$ cat config.mk
export PLATFORM = sky130hd
export DESIGN_NAME = musicbox_mode_arbiter
export DESIGN_NICKNAME = d
export VERILOG_FILES = /design/src/rtl/musicbox_mode_arbiter.sv
export SDC_FILE = /design/constraint.sdc
export NUM_CORES = 1
export LEC_CHECK = 0
export CAP_MARGIN = 20
export CELL_PAD_IN_SITES_DETAIL_PLACEMENT = 0
export CELL_PAD_IN_SITES_GLOBAL_PLACEMENT = 2
export CORE_MARGIN = 4
export CORE_UTILIZATION = 16
export CTS_CLUSTER_DIAMETER = 100
export DETAILED_ROUTE_END_ITERATION = 16
export MAX_ROUTING_LAYER = met4
export PLACE_DENSITY = 0.91
export SYNTH_ARGS = -nofsm -noshare
export SYNTH_HDL_FRONTEND = slang
export SYNTH_SLANG_ARGS = --single-unit
$ cat constraint.sdc
create_clock -name clock_50Mhz -period 2.15 [get_ports clock_50Mhz]
set_input_delay 0.43 -clock clock_50Mhz [delete_from_list [all_inputs] [get_ports clock_50Mhz]]
set_output_delay 0.43 -clock clock_50Mhz [all_outputs]
set_load 0.01 [all_outputs]
$ cat src/rtl/musicbox_mode_arbiter.sv
// Music box mode arbiter: picks one live mode from the buttons, drains its
// SDRAM traffic before release, and produces the DAC sample.
module musicbox_mode_arbiter #(
    parameter int NUM_MODES     = 4,
    parameter int ADDR_W        = 25,
    parameter int DATA_W        = 16,
    parameter int AUDIO_W       = 8,
    parameter int MIX_ALL       = 0,
    parameter int DRAIN_TIMEOUT = 1024
) (
    input  logic                            clock_50Mhz,
    input  logic                            reset_n,
    input  logic [NUM_MODES-1:0]            request_n,
    input  logic                            abort_n,
    input  logic [NUM_MODES-1:0]            mode_complete,
    input  logic [NUM_MODES*ADDR_W-1:0]     mode_addr,
    input  logic [NUM_MODES*DATA_W-1:0]     mode_wdata,
    input  logic [NUM_MODES-1:0]            mode_is_writing,
    input  logic [NUM_MODES-1:0]            mode_valid,
    input  logic [NUM_MODES*AUDIO_W-1:0]    mode_audio,
    input  logic                            sdram_isBusy,
    output logic [NUM_MODES-1:0]            active_onehot,
    output logic [$clog2(NUM_MODES+1)-1:0]  current_mode,
    output logic [1:0]                      fsm_state,
    output logic [ADDR_W-1:0]               sdram_inputAddress,
    output logic [DATA_W-1:0]               sdram_writeData,
    output logic                            sdram_isWriting,
    output logic                            sdram_inputValid,
    output logic [AUDIO_W-1:0]              audio_out,
    output logic                            done_pulse,
    output logic                            abort_pulse
);

    localparam int IDX_W = (NUM_MODES > 1) ? $clog2(NUM_MODES) : 1;
    localparam int CM_W  = $clog2(NUM_MODES + 1);
    localparam int CNT_W = (DRAIN_TIMEOUT > 1) ? $clog2(DRAIN_TIMEOUT) : 1;
    localparam int SUM_W = AUDIO_W + $clog2(NUM_MODES);
    localparam logic [AUDIO_W-1:0] AUDIO_MAX = '1;
    localparam logic [CNT_W-1:0]   CNT_LAST  = CNT_W'(DRAIN_TIMEOUT - 1);

    typedef enum logic [1:0] {
        IDLE    = 2'd0,
        ACTIVE  = 2'd1,
        DRAIN   = 2'd2,
        RELEASE = 2'd3
    } state_t;

    state_t           state, stateNext;
    logic [IDX_W-1:0] idx, idxNext;
    logic             armed, armedNext;
    logic [CNT_W-1:0] drainCnt, drainCntNext;
    logic             abortCause, abortCauseNext;

    logic [ADDR_W-1:0]  addrArr  [NUM_MODES];
    logic [DATA_W-1:0]  wdataArr [NUM_MODES];
    logic [AUDIO_W-1:0] audioArr [NUM_MODES];

    for (genvar g = 0; g < NUM_MODES; g++) begin : gSlice
        assign addrArr[g]  = mode_addr[g*ADDR_W +: ADDR_W];
        assign wdataArr[g] = mode_wdata[g*DATA_W +: DATA_W];
        assign audioArr[g] = mode_audio[g*AUDIO_W +: AUDIO_W];
    end

    // Later iterations overwrite earlier ones, so the highest index wins.
    logic [IDX_W-1:0] reqIdx;
    always_comb begin
        reqIdx = '0;
        for (int i = 0; i < NUM_MODES; i++) begin
            if (!request_n[i]) begin
                reqIdx = IDX_W'(i);
            end
        end
    end

    always_ff @(posedge clock_50Mhz or negedge reset_n) begin
        if (!reset_n) begin
            state      <= IDLE;
            idx        <= '0;
            armed      <= 1'b1;
            drainCnt   <= '0;
            abortCause <= 1'b0;
        end else begin
            state      <= stateNext;
            idx        <= idxNext;
            armed      <= armedNext;
            drainCnt   <= drainCntNext;
            abortCause <= abortCauseNext;
        end
    end

    always_comb begin
        stateNext      = state;
        idxNext        = idx;
        armedNext      = armed;
        drainCntNext   = drainCnt;
        abortCauseNext = abortCause;
        unique case (state)
            IDLE: begin
                if (&request_n) begin
                    armedNext = 1'b1;
                end else if (armed) begin
                    stateNext = ACTIVE;
                    idxNext   = reqIdx;
                end
            end
            ACTIVE: begin
                if (!abort_n || mode_complete[idx]) begin
                    stateNext      = DRAIN;
                    abortCauseNext = !abort_n;
                    drainCntNext   = '0;
                end
            end
            DRAIN: begin
                if (!sdram_isBusy || drainCnt == CNT_LAST) begin
                    stateNext    = RELEASE;
                    armedNext    = 1'b0;
                    drainCntNext = '0;
                end else begin
                    drainCntNext = drainCnt + CNT_W'(1);
                end
            end
            RELEASE: begin
                stateNext = IDLE;
            end
            default: begin
                stateNext = IDLE;
            end
        endcase
    end

    logic live;
    assign live = (state == ACTIVE) || (state == DRAIN);

    assign fsm_state     = state;
    assign current_mode  = live ? CM_W'(idx) + CM_W'(1) : '0;
    assign active_onehot = live ? NUM_MODES'(1) << idx : '0;
    assign done_pulse    = (state == RELEASE) && !abortCause;
    assign abort_pulse   = (state == RELEASE) && abortCause;

    // Address/data stay on the bus during DRAIN; only valid is withdrawn.
    assign sdram_inputAddress = live ? addrArr[idx] : '0;
    assign sdram_writeData    = live ? wdataArr[idx] : '0;
    assign sdram_isWriting    = live && mode_is_writing[idx];
    assign sdram_inputValid   = (state == ACTIVE) && mode_valid[idx];

    logic [SUM_W-1:0]   mixSum;
    logic [AUDIO_W-1:0] mixSat;
    logic [AUDIO_W-1:0] audioNext;

    always_comb begin
        mixSum = '0;
        for (int i = 0; i < NUM_MODES; i++) begin
            mixSum = mixSum + SUM_W'(audioArr[i]);
        end
        mixSat = (mixSum > SUM_W'(AUDIO_MAX)) ? AUDIO_MAX
                                              : mixSum[AUDIO_W-1:0];
        if (MIX_ALL != 0) begin
            audioNext = mixSat;
        end else begin
            audioNext = live ? audioArr[idx] : '0;
        end
    end

    always_ff @(posedge clock_50Mhz or negedge reset_n) begin
        if (!reset_n) begin
            audio_out <= '0;
        end else begin
            audio_out <= audioNext;
        end
    end

endmodule

# Word level (Yosys, flattened, before mapping)
# Index checks and enable logic that the tools add are counted.
# word_totals
register_bits	24
# op_classes
n_addsub	2
magnitude_cmp	2
eq_ne	9
shift	1
mux	34
bitwise	2
n_reduce_logical	19
# op_table
operator	n
$mux 25	3
$bmux 25 s2	1
$mux 16	3
$bmux 16 s2	1
$mux 8	3
$mux 10	2
$pmux 10 s2	1
$bmux 8 s2	1
$mux 2	6
$add 10x1->10 const B	1
$eq 10x10->1 const B	1
$ne 2x2->1 const B	5
$pmux 2 s4	1
$reduce_and 4->1	2
$bmux 1 s2	3
$mux 1	6
$reduce_and 3->1	2
$eq 2x2->1 const B	2
$logic_and 1x1->1	4
$mux 4	1
$reduce_and 2->1	2
$reduce_bool 2->1	2
$shl 1x2->4 const A	1
$add 2x1->3 const B	1
10 further kinds	14

# Depth between registers and ports, before layout
# Gate-level depths: netlist of the first run.
# logic_depth
ltp_word	5
mapped_depth	7
ltp_nobuf	6

# Worst setup path after synthesis of the first run
# OpenSTA, ideal clock, no wires.
# synth_timing
kind	reg2out
from	register idx[0]
to	output sdram_inputAddress[0]
arrival_time_ps	1505
required_ps	1720
path_stages_with_launch	5
path_buffers	2
path_slack_ps	215
cell_sequence	dfrtp_1 -> buf_6 -> buf_2 -> mux4_2 -> and2_1
# synth_between
elab_chain_cells	5
# synth_rtl
item	line	text
from (decl)	49	logic [IDX_W-1:0] idx, idxNext;
from (signal assigned)	84	idx <= idxNext;
$not 2->3 (implied by the code)	141	assign sdram_inputAddress = live ? addrArr[idx] : '0;
$bmux 25 s2	141	
$mux 25 (implied by the code) (2 in series)	141	
$mux 25	141	
to (decl)	25	output logic [ADDR_W-1:0] sdram_inputAddress,
# No other way between the ends. The select of a mux whose other input is x is not followed.

# Final worst setup path of the first run
# layout_timing
from	register idx[0]
to	output sdram_inputAddress[14]
# Same word-level chain as after synthesis.

==> results.tsv, run 1 <==
metric	value	unit
syn_nets	464	
cts_hold_buf	0	
num_antenna_cells	0	
port_buffers	277	
rsz0062_at_grt	true	
crit_arrival	1940	ps
die_x	140	um
grt_use_total	14.1	%
die_h	140	um
syn_inst	239	
synth_seq_area_share	21.5	%
reg2reg_to	drainCnt[3]$_DFFE_PN0P_	
die_area	19700	um^2
cp-end-kind	output port	
critPathRequiredTime	1720	ps
clock_latency	260	ps
cts.sinks	24	
root_buffer	clkbuf_16	
r2r-start	idx[0]$_DFFE_PN0P_	
drc	0	
antenna_found_initial	0	
synth_top_family_by_area	multiplexers	
final_cell_area	6710	um^2
slew_headroom	74.2	%
fin_tns_setup	-4700	ps
setup_viol	54	
fin_skew	1.51	ps
layout_min_cycle_time	2370	ps
clockBufferDepth	2	
min_to	abortCause$_DFFE_PN0P_	
synth_enable_flop_cells	0	
cts_buffers	3	
cts_tree	built	
layout_setup_ws	-221	ps
placed_area	6040	um^2
cp_max_fo	7	
failed_checks	negative setup slack	
n_fill_cell	1642	
syn2layout_area_growth	140	%
rrSetupSlack	-120	ps
top_layer	met4	
synth.avg_cell_area	11.7	um^2
synth_compound_area_share	8.18	%
crit_path_start_kind	register	
synth.largest_area_cell	mux4_2	
maxCapViolCount	0	
multi_input_area	2230	um^2
ys_ff_latch	24	
initial_core_util	16.2	%
synth-xor-area-share	0	%
drtIter0Drc	113	
synth.top_cells.by_count	57 x and2_1, 52 x mux4_2, 23 x dfrtp_1	
muxShareOfSynthArea	42.4	%
wl_per_cell	18.2	um
synthDominantCellAreaShare	41.9	%
ant_nets	0	
hold_viol_final	0	
power_density	1210	nW/um^2
p_leak	2.76	nW
hold-path-cell-count	2	
worst_pin_slew	388	ps
synthTopCellsByArea	mux4_2 42%, dfrtp_1 21%, and2_1 13%	
fin_nets	782	
netlist_area	2800	um^2
met1_length	5350	um
outcome	finished with violations	
hold_path.startpoint	abortCause$_DFFE_PN0P_	
num_vias	3336	
ir_drop	606	uV
ys.flop_type	dfrtp_1	
cts_max_level	1	
ys_types	38	
met2WireLength	7950	um
final-seq-area	607	um^2
critical_path_class	reg -> out	
core	17200	um^2
first_global_vias	3782	
rr_worst_depth	8	
synth_warnings	0	
yosys.area_share.simple	18.9	%
viasPerCell	4.27	
synth_adder_area_share	4.03	%
grt_max_degree	28	
synth_most_common_cell	and2_1	
clk_pin_slew_worst_paths	60	ps
max_freq	422	MHz
dr_wl_met3	608	um
slew_viol_final	0	
period_share	110	%
rows	48	
postRouteWirelength	14200	um
grt_pass1_wl	21100	um
async_flop_share	100	%
gp_congestion	0.832	
place_hpwl	11600	um
io_pins	278	
holdCritPathClass	reg -> reg	
drt_pre_antenna_iters	4	
drive_gt1_share	39.2	%
overflow	0	
## state kept, by name (all words and copies together), names as in the netlist
signal      flops
abortCause      1
armed           1
audio_out       8
drainCnt       10
fsm_state       2
idx             2
## worst max-delay path: stages, from the launching register on
cell     delay [ps]
dfrtp_4         570
buf_12          170
buf_16          140
buf_4           130
mux4_2          410
and2_4          150
buf_6           110
## placed cells by master, fill, tap and decap left out, types with 3 or more instances in the layout
cell | Yosys | layout
clkdlybuf4s50_1 | 0 | 227
buf_6 | 2 | 53
mux4_2 | 52 | 52
and2_4 | 0 | 34
and2_1 | 57 | 23
dfrtp_1 | 23 | 21
buf_4 | 1 | 21
buf_2 | 6 | 14
buf_12 | 0 | 12
nand2_1 | 12 | 11
inv_1 | 9 | 8
ha_1 | 9 | 6
a21oi_1 | 6 | 5
nor2_1 | 6 | 5
o21ai_2 | 0 | 4
nand3_1 | 4 | 4
nor2b_1 | 3 | 3
o21ai_1 | 0 | 3
a22o_1 | 3 | 3
ha_4 | 0 | 3
clkbuf_16 | 0 | 3
buf_8 | 0 | 3
## cells by family after synthesis
group / count (synthesis)
and+or+nand+nor: 91
DFF: 24
adders and majority gates: 9
muxes: 53
buffers and inverters: 30
AOI/OAI and AO/OA: 32
## through the flow
step                instances  worst slack, ps  hold slack (ps)  power (mW)  util (%)
floorplan                 239              215              134        3.40         -
detailed placement        747             -390              489        6.47      35.0
CTS                       781             -258              504        7.80      38.1
global route              781             -272              522        8.62      38.9
finish                    781             -221              495        8.10      38.9
global placement          747             -374              472        6.39      35.0
## where the power goes
| group | switching, mW | leakage (nW) | internal [mW] | total (mW) |
|---|---|---|---|---|
| Combinational | 2.67 | 2.41 | 4.27 | 6.95 |
| Sequential | 0.108 | 0.307 | 0.600 | 0.707 |
| Clock | 0.163 | 0.0442 | 0.285 | 0.447 |
| Total | 2.94 | 2.76 | 5.16 | 8.10 |
## layout make-up
type                    instances  share of cell area, %
clock buffers                   4                   1.32
inverters                       9                  0.504
multi-input cells             185                   33.3
flip-flops and latches         24                   9.05
well taps                     225                   4.20
repair buffers                334                   51.6
## worst max-delay path by stage
stage	from	depth (start not counted)	endpoint	slack [ps]
finish	idx[0]$_DFFE_PN0P_	6	sdram_inputAddress[14]	-220
global route	idx[0]$_DFFE_PN0P_	6	sdram_inputAddress[14]	-270
CTS	idx[0]$_DFFE_PN0P_	6	sdram_inputAddress[1]	-260
detailed placement	mode_wdata[49]	4	sdram_writeData[1]	-390
global placement	mode_wdata[49]	4	sdram_writeData[1]	-370
floorplan	idx[0]$_DFFE_PN0P_	4	sdram_inputAddress[0]	210
## layer usage
layer,vias to the layer above,global-route usage [%]
met3,14,2.12
li1,1556,-
met1,1629,16.1
met2,137,26.1
met5,-,-
met4,0,3.21
## what timing repair did
item | CTS | global route
setup endpoints to repair | 54 | 60
gates cloned | 5 | 0
setup buffers | 25 | 5
pin swaps | 29 | 23
resized for setup | 275 | 62
Power figures use the tool's default switching activity.
==> inputs of run 2 (changes only) <==
SKIP_LAST_GASP = 1   (was default)
==> run 2 against run 1 <==
The run still ends with negative setup slack left. Sequential share of layout area increased by 0.061 points. Register-to-register slack is essentially flat. Clock-buffer cell count did not move. Clock skew rose by 2.0 ps. Clock power increased by 0.9%. Power shrank 2.4%. Non-clock buffer count is 1 higher. First-iteration DRC count shrank 9.7%. Routed wire length fell by 0.11%. Highest routed layer unchanged.
==> results.tsv, run 2 (same netlist as run 1, synthesis figures left out) <==
metric	value	unit	change
outcome	finished with violations		unchanged
failed_checks	negative setup slack		unchanged
antenna_found_initial	0		unchanged
power	7.91	mW	was 8.10 mW
fin_skew	3.52	ps	was 1.51 ps
top_usage_layer	met2		unchanged
cp-end-kind	output port		unchanged
placed_area	6040	um^2	unchanged
finalNonFillerCells	782		was 781
period_share	111	%	was 110%
final_common_cell	clkdlybuf4s50_1		unchanged
cts_tree	built		unchanged
critPathMostFrequentCell	buf_12		
power_density	1190	nW/um^2	was 1210 nW/um^2
cpPeakStageDelay	570	ps	about the same
fin_nets	783		was 782
grt_max_degree	28		unchanged
cts.sinks	24		unchanged
initial_core_util	16.2	%	unchanged
cts_buffers	3		unchanged
final_cell_area	6660	um^2	was 6710 um^2
fin_tns_setup	-6120	ps	was -4700 ps
grt_use_total	14.1	%	about the same
critPathRequiredTime	1720	ps	about the same
viasPerCell	4.24		was 4.27
regMostFlops	drainCnt		unchanged
hold_viol_final	0		unchanged
fin_util	38.6	%	was 38.9%
io_pins	278		unchanged
rows	48		unchanged
drive_gt1_share	36.4	%	was 39.2%
clock_latency	260	ps	about the same
die_h	140	um	unchanged
ant_nets	0		unchanged
overflow	0		unchanged
ir_drop	558	uV	was 606 uV
die_area	19700	um^2	unchanged
core	17200	um^2	unchanged
dp_cells	747		unchanged
wl_per_cell	18.1	um	was 18.2 um
layout_setup_ws	-234	ps	was -221 ps
largest_reg_flops	10		unchanged
slowest_stage	dfrtp_4		unchanged
most-common-layout-cells	227 x clkdlybuf4s50_1, 52 x mux4_2, 48 x buf_6		was 227 x clkdlybuf4s50_1, 53 x buf_6, 52 x mux4_2
syn2layout_area_growth	138	%	was 140%
slew_headroom	75.6	%	was 74.2%
drc	0		unchanged
num_vias	3312		was 3336
layout_min_cycle_time	2380	ps	was 2370 ps
reg_top3	drainCnt: 10 flops, audio_out: 8 flops		unchanged
grt_use_met3	2.12	%	unchanged
gr-usage-met2	26.1	%	about the same
rsz0062_at_grt	true		unchanged
die_x	140	um	unchanged
drt_pre_antenna_iters	6		was 4
root_buffer	clkbuf_16		unchanged
max_freq	420	MHz	was 422 MHz
grt_pass1_wl	21100	um	about the same
cts_hold_buf	0		unchanged
setup_viol	55		was 54
worst_pin_slew	367	ps	was 388 ps
num_antenna_cells	0		unchanged
clockBufferDepth	2		unchanged
place_hpwl	11600	um	unchanged
port_buffers	277		unchanged
gp_congestion	0.832		unchanged
postRouteWirelength	14200	um	about the same
crit_path_start_kind	register		unchanged
critical_path_class	reg -> out		unchanged
first_global_vias	3781		was 3782
holdCritPathClass	reg -> reg		unchanged
pre_cts_ws	-390	ps	unchanged
cts_max_level	1		unchanged
drtIter0Drc	102		was 113
whs	496	ps	was 495 ps
use_met1	16.0	%	was 16.1%
cp_max_fo	6		was 7
crit_arrival	1950	ps	was 1940 ps
clk_pin_slew_worst_paths	60	ps	about the same
slew_viol_final	0		unchanged
path_cells	buf_12, buf_12, buf_6, mux4_2, and2_1, buf_2		was buf_12, buf_16, buf_4, mux4_2, and2_4, buf_6
maxCapViolCount	0		unchanged
p_leak	2.75	nW	was 2.76 nW
==> run 2: cell types whose count changed in the layout (fill, tap and decap cells not counted), moves of 2 or more <==
| cell | change |
|---|---|
| and2_1 | +6 |
| dlygate4sd2_1 | +5 |
| ha_4 | -2 |
| buf_6 | -5 |
| buf_2 | -2 |
| buf_8 | -2 |
| clkdlybuf4s15_2 | +3 |
| and2_4 | -6 |
| ha_1 | +2 |
==> run 2: path summary, 6_finish.rpt <==
| check | start | end | slack [ps] | cells past startpoint |
|---|---|---|---|---|
| min reg2reg | abortCause$_DFFE_PN0P_ | abortCause$_DFFE_PN0P_ | 500 | 2 |
| max reg2reg | idx[0]$_DFFE_PN0P_ | drainCnt[3]$_DFFE_PN0P_ | -120 | 8 |
| min in group asynchronous | reset_n | abortCause$_DFFE_PN0P_ | 540 | 2 |
| max in group asynchronous | reset_n | armed$_DFFE_PN1P_ | 1310 | 2 |
| max | idx[0]$_DFFE_PN0P_ | sdram_inputAddress[7] | -230 | 6 |
| min | abortCause$_DFFE_PN0P_ | abortCause$_DFFE_PN0P_ | 500 | 2 |
==> run 2: what timing repair did <==
action	in CTS	in global routing
endpoints found under the setup margin	54	60
pin swaps	27	25
cloned	5	0
setup buffers	25	7
resized for setup	238	59
==> run 2: where the power goes <==
part / switching [mW] / total, mW / leakage (nW) / internal (mW)
logic: 2.61 / 6.75 / 2.40 / 4.14
clock network: 0.166 / 0.451 / 0.0442 / 0.285
registers: 0.108 / 0.708 / 0.307 / 0.599
total: 2.89 / 7.91 / 2.75 / 5.02
==> run 2: routing by layer <==
layer	wire length (um)	vias to the layer above
li1	-	1557
met1	5390	1612
met2	7920	129
met3	588	14
met4	271	0
met5	0	-
==> run 2: final cells by class <==
cell class | instances | area, um^2
inverter | 9 | 33.8
clock buffer | 4 | 88.8
multi-input combinational | 185 | 2190
sequential | 24 | 607
timing repair buffer | 335 | 3460
tap | 225 | 282
fill | 1658 | 10600
==> run 2: critical path, delay by kind of cell, from the launching register on <==
kind          cells  cell delay, ps
buf+inv           4             530
mux               1             420
flops             1             570
simple gates      1             170
==> inputs of run 3 (changes only) <==
CORE_AREA = 4 4 105 107   (was default)
CORE_MARGIN = default   (was 4)
CORE_UTILIZATION = default   (was 16)
DIE_AREA = 0 0 109 111   (was default)
DONT_BUFFER_PORTS = 1   (was default)
PLACE_DENSITY = 0.76   (was 0.91)
==> run 3 against run 2 <==
The run now ends clean. Flip-flop and latch count did not move. Clock power fell by 12%. Non-clock buffer count is 304 lower. Via count down 32%. Global-route usage grew 2.5 points. Die area is 38% lower. Critical endpoint is now sdram_writeData[11]. Largest power group unchanged.
==> results.tsv, run 3 (same netlist as run 1, synthesis figures left out) <==
metric	value	unit	change
slew_headroom	78.7	%	was 75.6%
first_global_vias	2292		was 3781
slew_viol_final	0		unchanged
hold_path.startpoint	abort_n		was abortCause$_DFFE_PN0P_
period_share	100	%	was 111%
overflow	0		unchanged
holdCritPathClass	in -> reg		was reg -> reg
drc	0		unchanged
rrSetupSlack	150	ps	was -120 ps
worst_pin_slew	319	ps	was 367 ps
ant_nets	0		unchanged
crit_path_start_kind	register		unchanged
root_buffer	clkbuf_8		was clkbuf_16
rows	37		was 48
p_leak	1.44	nW	was 2.75 nW
drtIter0Drc	93		was 102
maxCapViolCount	0		unchanged
setup_viol	0		was 55
hold_viol_final	0		unchanged
reg_top3	drainCnt: 10 flops, audio_out: 8 flops		unchanged
die_x	109	um	was 140 um
placed_area	2970	um^2	was 6040 um^2
postRouteWirelength	11200	um	was 14200 um
cts_tree	built		unchanged
fin_util	34.5	%	was 38.6%
core	10100	um^2	was 17200 um^2
num_vias	2262		was 3312
syn2layout_area_growth	24.9	%	was 138%
rr_worst_depth	5		was 8
io_pins	278		unchanged
layout_min_cycle_time	2150	ps	was 2380 ps
clk_pin_slew_worst_paths	90	ps	was 60 ps
most-common-layout-cells	52 x mux4_2, 43 x and2_4, 19 x dfrtp_1		was 227 x clkdlybuf4s50_1, 52 x mux4_2, 48 x buf_6
layout_setup_ws	0.956	ps	was -234 ps
critPathRequiredTime	1720	ps	about the same
drive_gt1_share	55.7	%	was 36.4%
initial_core_util	27.6	%	was 16.2%
viasPerCell	5.76		was 4.24
die_area	12100	um^2	was 19700 um^2
ir_drop	719	uV	was 558 uV
max_freq	465	MHz	was 420 MHz
rsz0062_at_grt	true		unchanged
hold-path-cell-count	1		was 2
final_cell_area	3490	um^2	was 6660 um^2
fin_skew	6.97	ps	was 3.52 ps
final_common_cell	mux4_2		was clkdlybuf4s50_1
n_fill_cell	993		was 1658
antenna_found_initial	3		was 0
die_h	111	um	was 140 um
outcome	finished, final reports clean		was finished with violations
whs	266	ps	was 496 ps
clock_latency	270	ps	was 260 ps
crit_arrival	1720	ps	was 1950 ps
critical_path_class	reg -> out		unchanged
place_hpwl	8850	um	was 11600 um
cp-end-kind	output port		unchanged
path_cells	buf_12, clkbuf_16, mux4_2, and2_4		was buf_12, buf_12, buf_6, mux4_2, and2_1, buf_2
grt_max_degree	55		was 28
clockBufferDepth	2		unchanged
regMostFlops	drainCnt		unchanged
cts_max_level	1		unchanged
cp_max_fo	6		unchanged
drt_pre_antenna_iters	4		was 6
power_density	1560	nW/um^2	was 1190 nW/um^2
fin_nets	479		was 783
reg2reg_to	fsm_state[1]$_DFFE_PN0P_		was drainCnt[3]$_DFFE_PN0P_
wl_per_cell	28.5	um	was 18.1 um
slowest_stage	dfrtp_4		unchanged
cts.sinks	24		unchanged
largest_reg_flops	10		unchanged
min_to	abortCause$_DFFE_PN0P_		unchanged
gp_congestion	0.887		was 0.832
pre_cts_ws	163	ps	was -390 ps
port_buffers	0		was 277
cpPeakStageDelay	530	ps	was 570 ps
grt_pass1_wl	14700	um	was 21100 um
grt_use_total	16.6	%	was 14.1%
cts_buffers	3		unchanged
r2r-start	idx[0]$_DFFE_PN0P_		unchanged
[run 3: how the worst max path moves through the flow]
stage / startpoint / endpoint / slack [ps] / cells after the start
floorplan: idx[0]$_DFFE_PN0P_ / sdram_inputAddress[0] / 210 / 4
detailed placement: idx[0]$_DFFE_PN0P_ / sdram_inputAddress[23] / 160 / 3
global placement: idx[0]$_DFFE_PN0P_ / sdram_inputAddress[22] / 200 / 3
CTS: idx[0]$_DFFE_PN0P_ / sdram_inputAddress[0] / -110 / 3
finish: idx[0]$_DFFE_PN0P_ / sdram_writeData[11] / 1 / 4
global route: idx[0]$_DFFE_PN0P_ / sdram_writeData[4] / -60 / 4
[run 3: layer usage]
| layer | vias up | wire, um | part of all wire [%] | GRT usage [%] |
|---|---|---|---|---|
| li1 | 966 | - | - | - |
| met1 | 1160 | 3840 | 34 | 19.7 |
| met4 | 0 | 34 | 0.30 | 1.43 |
| met3 | 4 | 1100 | 9.9 | 6.12 |
| met2 | 132 | 6210 | 55 | 27.8 |
| met5 | - | 0 | 0 | - |
[run 3: worst max-delay path: cells and delay by family (launching register included)]
family	cells	cell delay, ps
DFF	1	530
buffers and inverters	2	310
and+or+nand+nor	1	190
muxes	1	430
[run 3: timing repair]
item                                   4_1_cts  5_1_grt
setup buffers                                0       12
cloned                                       1        6
setup endpoints to repair                   47       50
resized for setup                            2       56
hold buffers                                 2        0
endpoints found under the hold margin       24        0
[run 3: metrics by stage]
stage,setup TNS [ps],power [mW],cells
6_report,0,5.47,393
5_1_grt,-1340,5.85,392
4_1_cts,-1810,4.50,371
3_5_place_dp,0,4.02,364
3_3_place_gp,0,3.95,364
2_1_floorplan,0,3.40,239
[run 3: area by class of cell]
type | instances | area, um^2 | area share [%]
clock inverter | 1 | 30.0 | 0.860
antenna | 4 | 10.0 | 0.287
clock buffer | 3 | 41.3 | 1.18
multi-input combinational | 185 | 2170 | 62.2
sequential | 24 | 609 | 17.4
inverter | 9 | 33.8 | 0.967
tap | 136 | 170 | 4.87
timing repair buffer | 31 | 424 | 12.1
[run 3: report_power, final]
group	switching (mW)	internal (mW)	total [mW]
Clock	0.148	0.249	0.397
Sequential	0.153	0.603	0.756
Combinational	1.99	2.32	4.31
Total	2.29	3.18	5.47
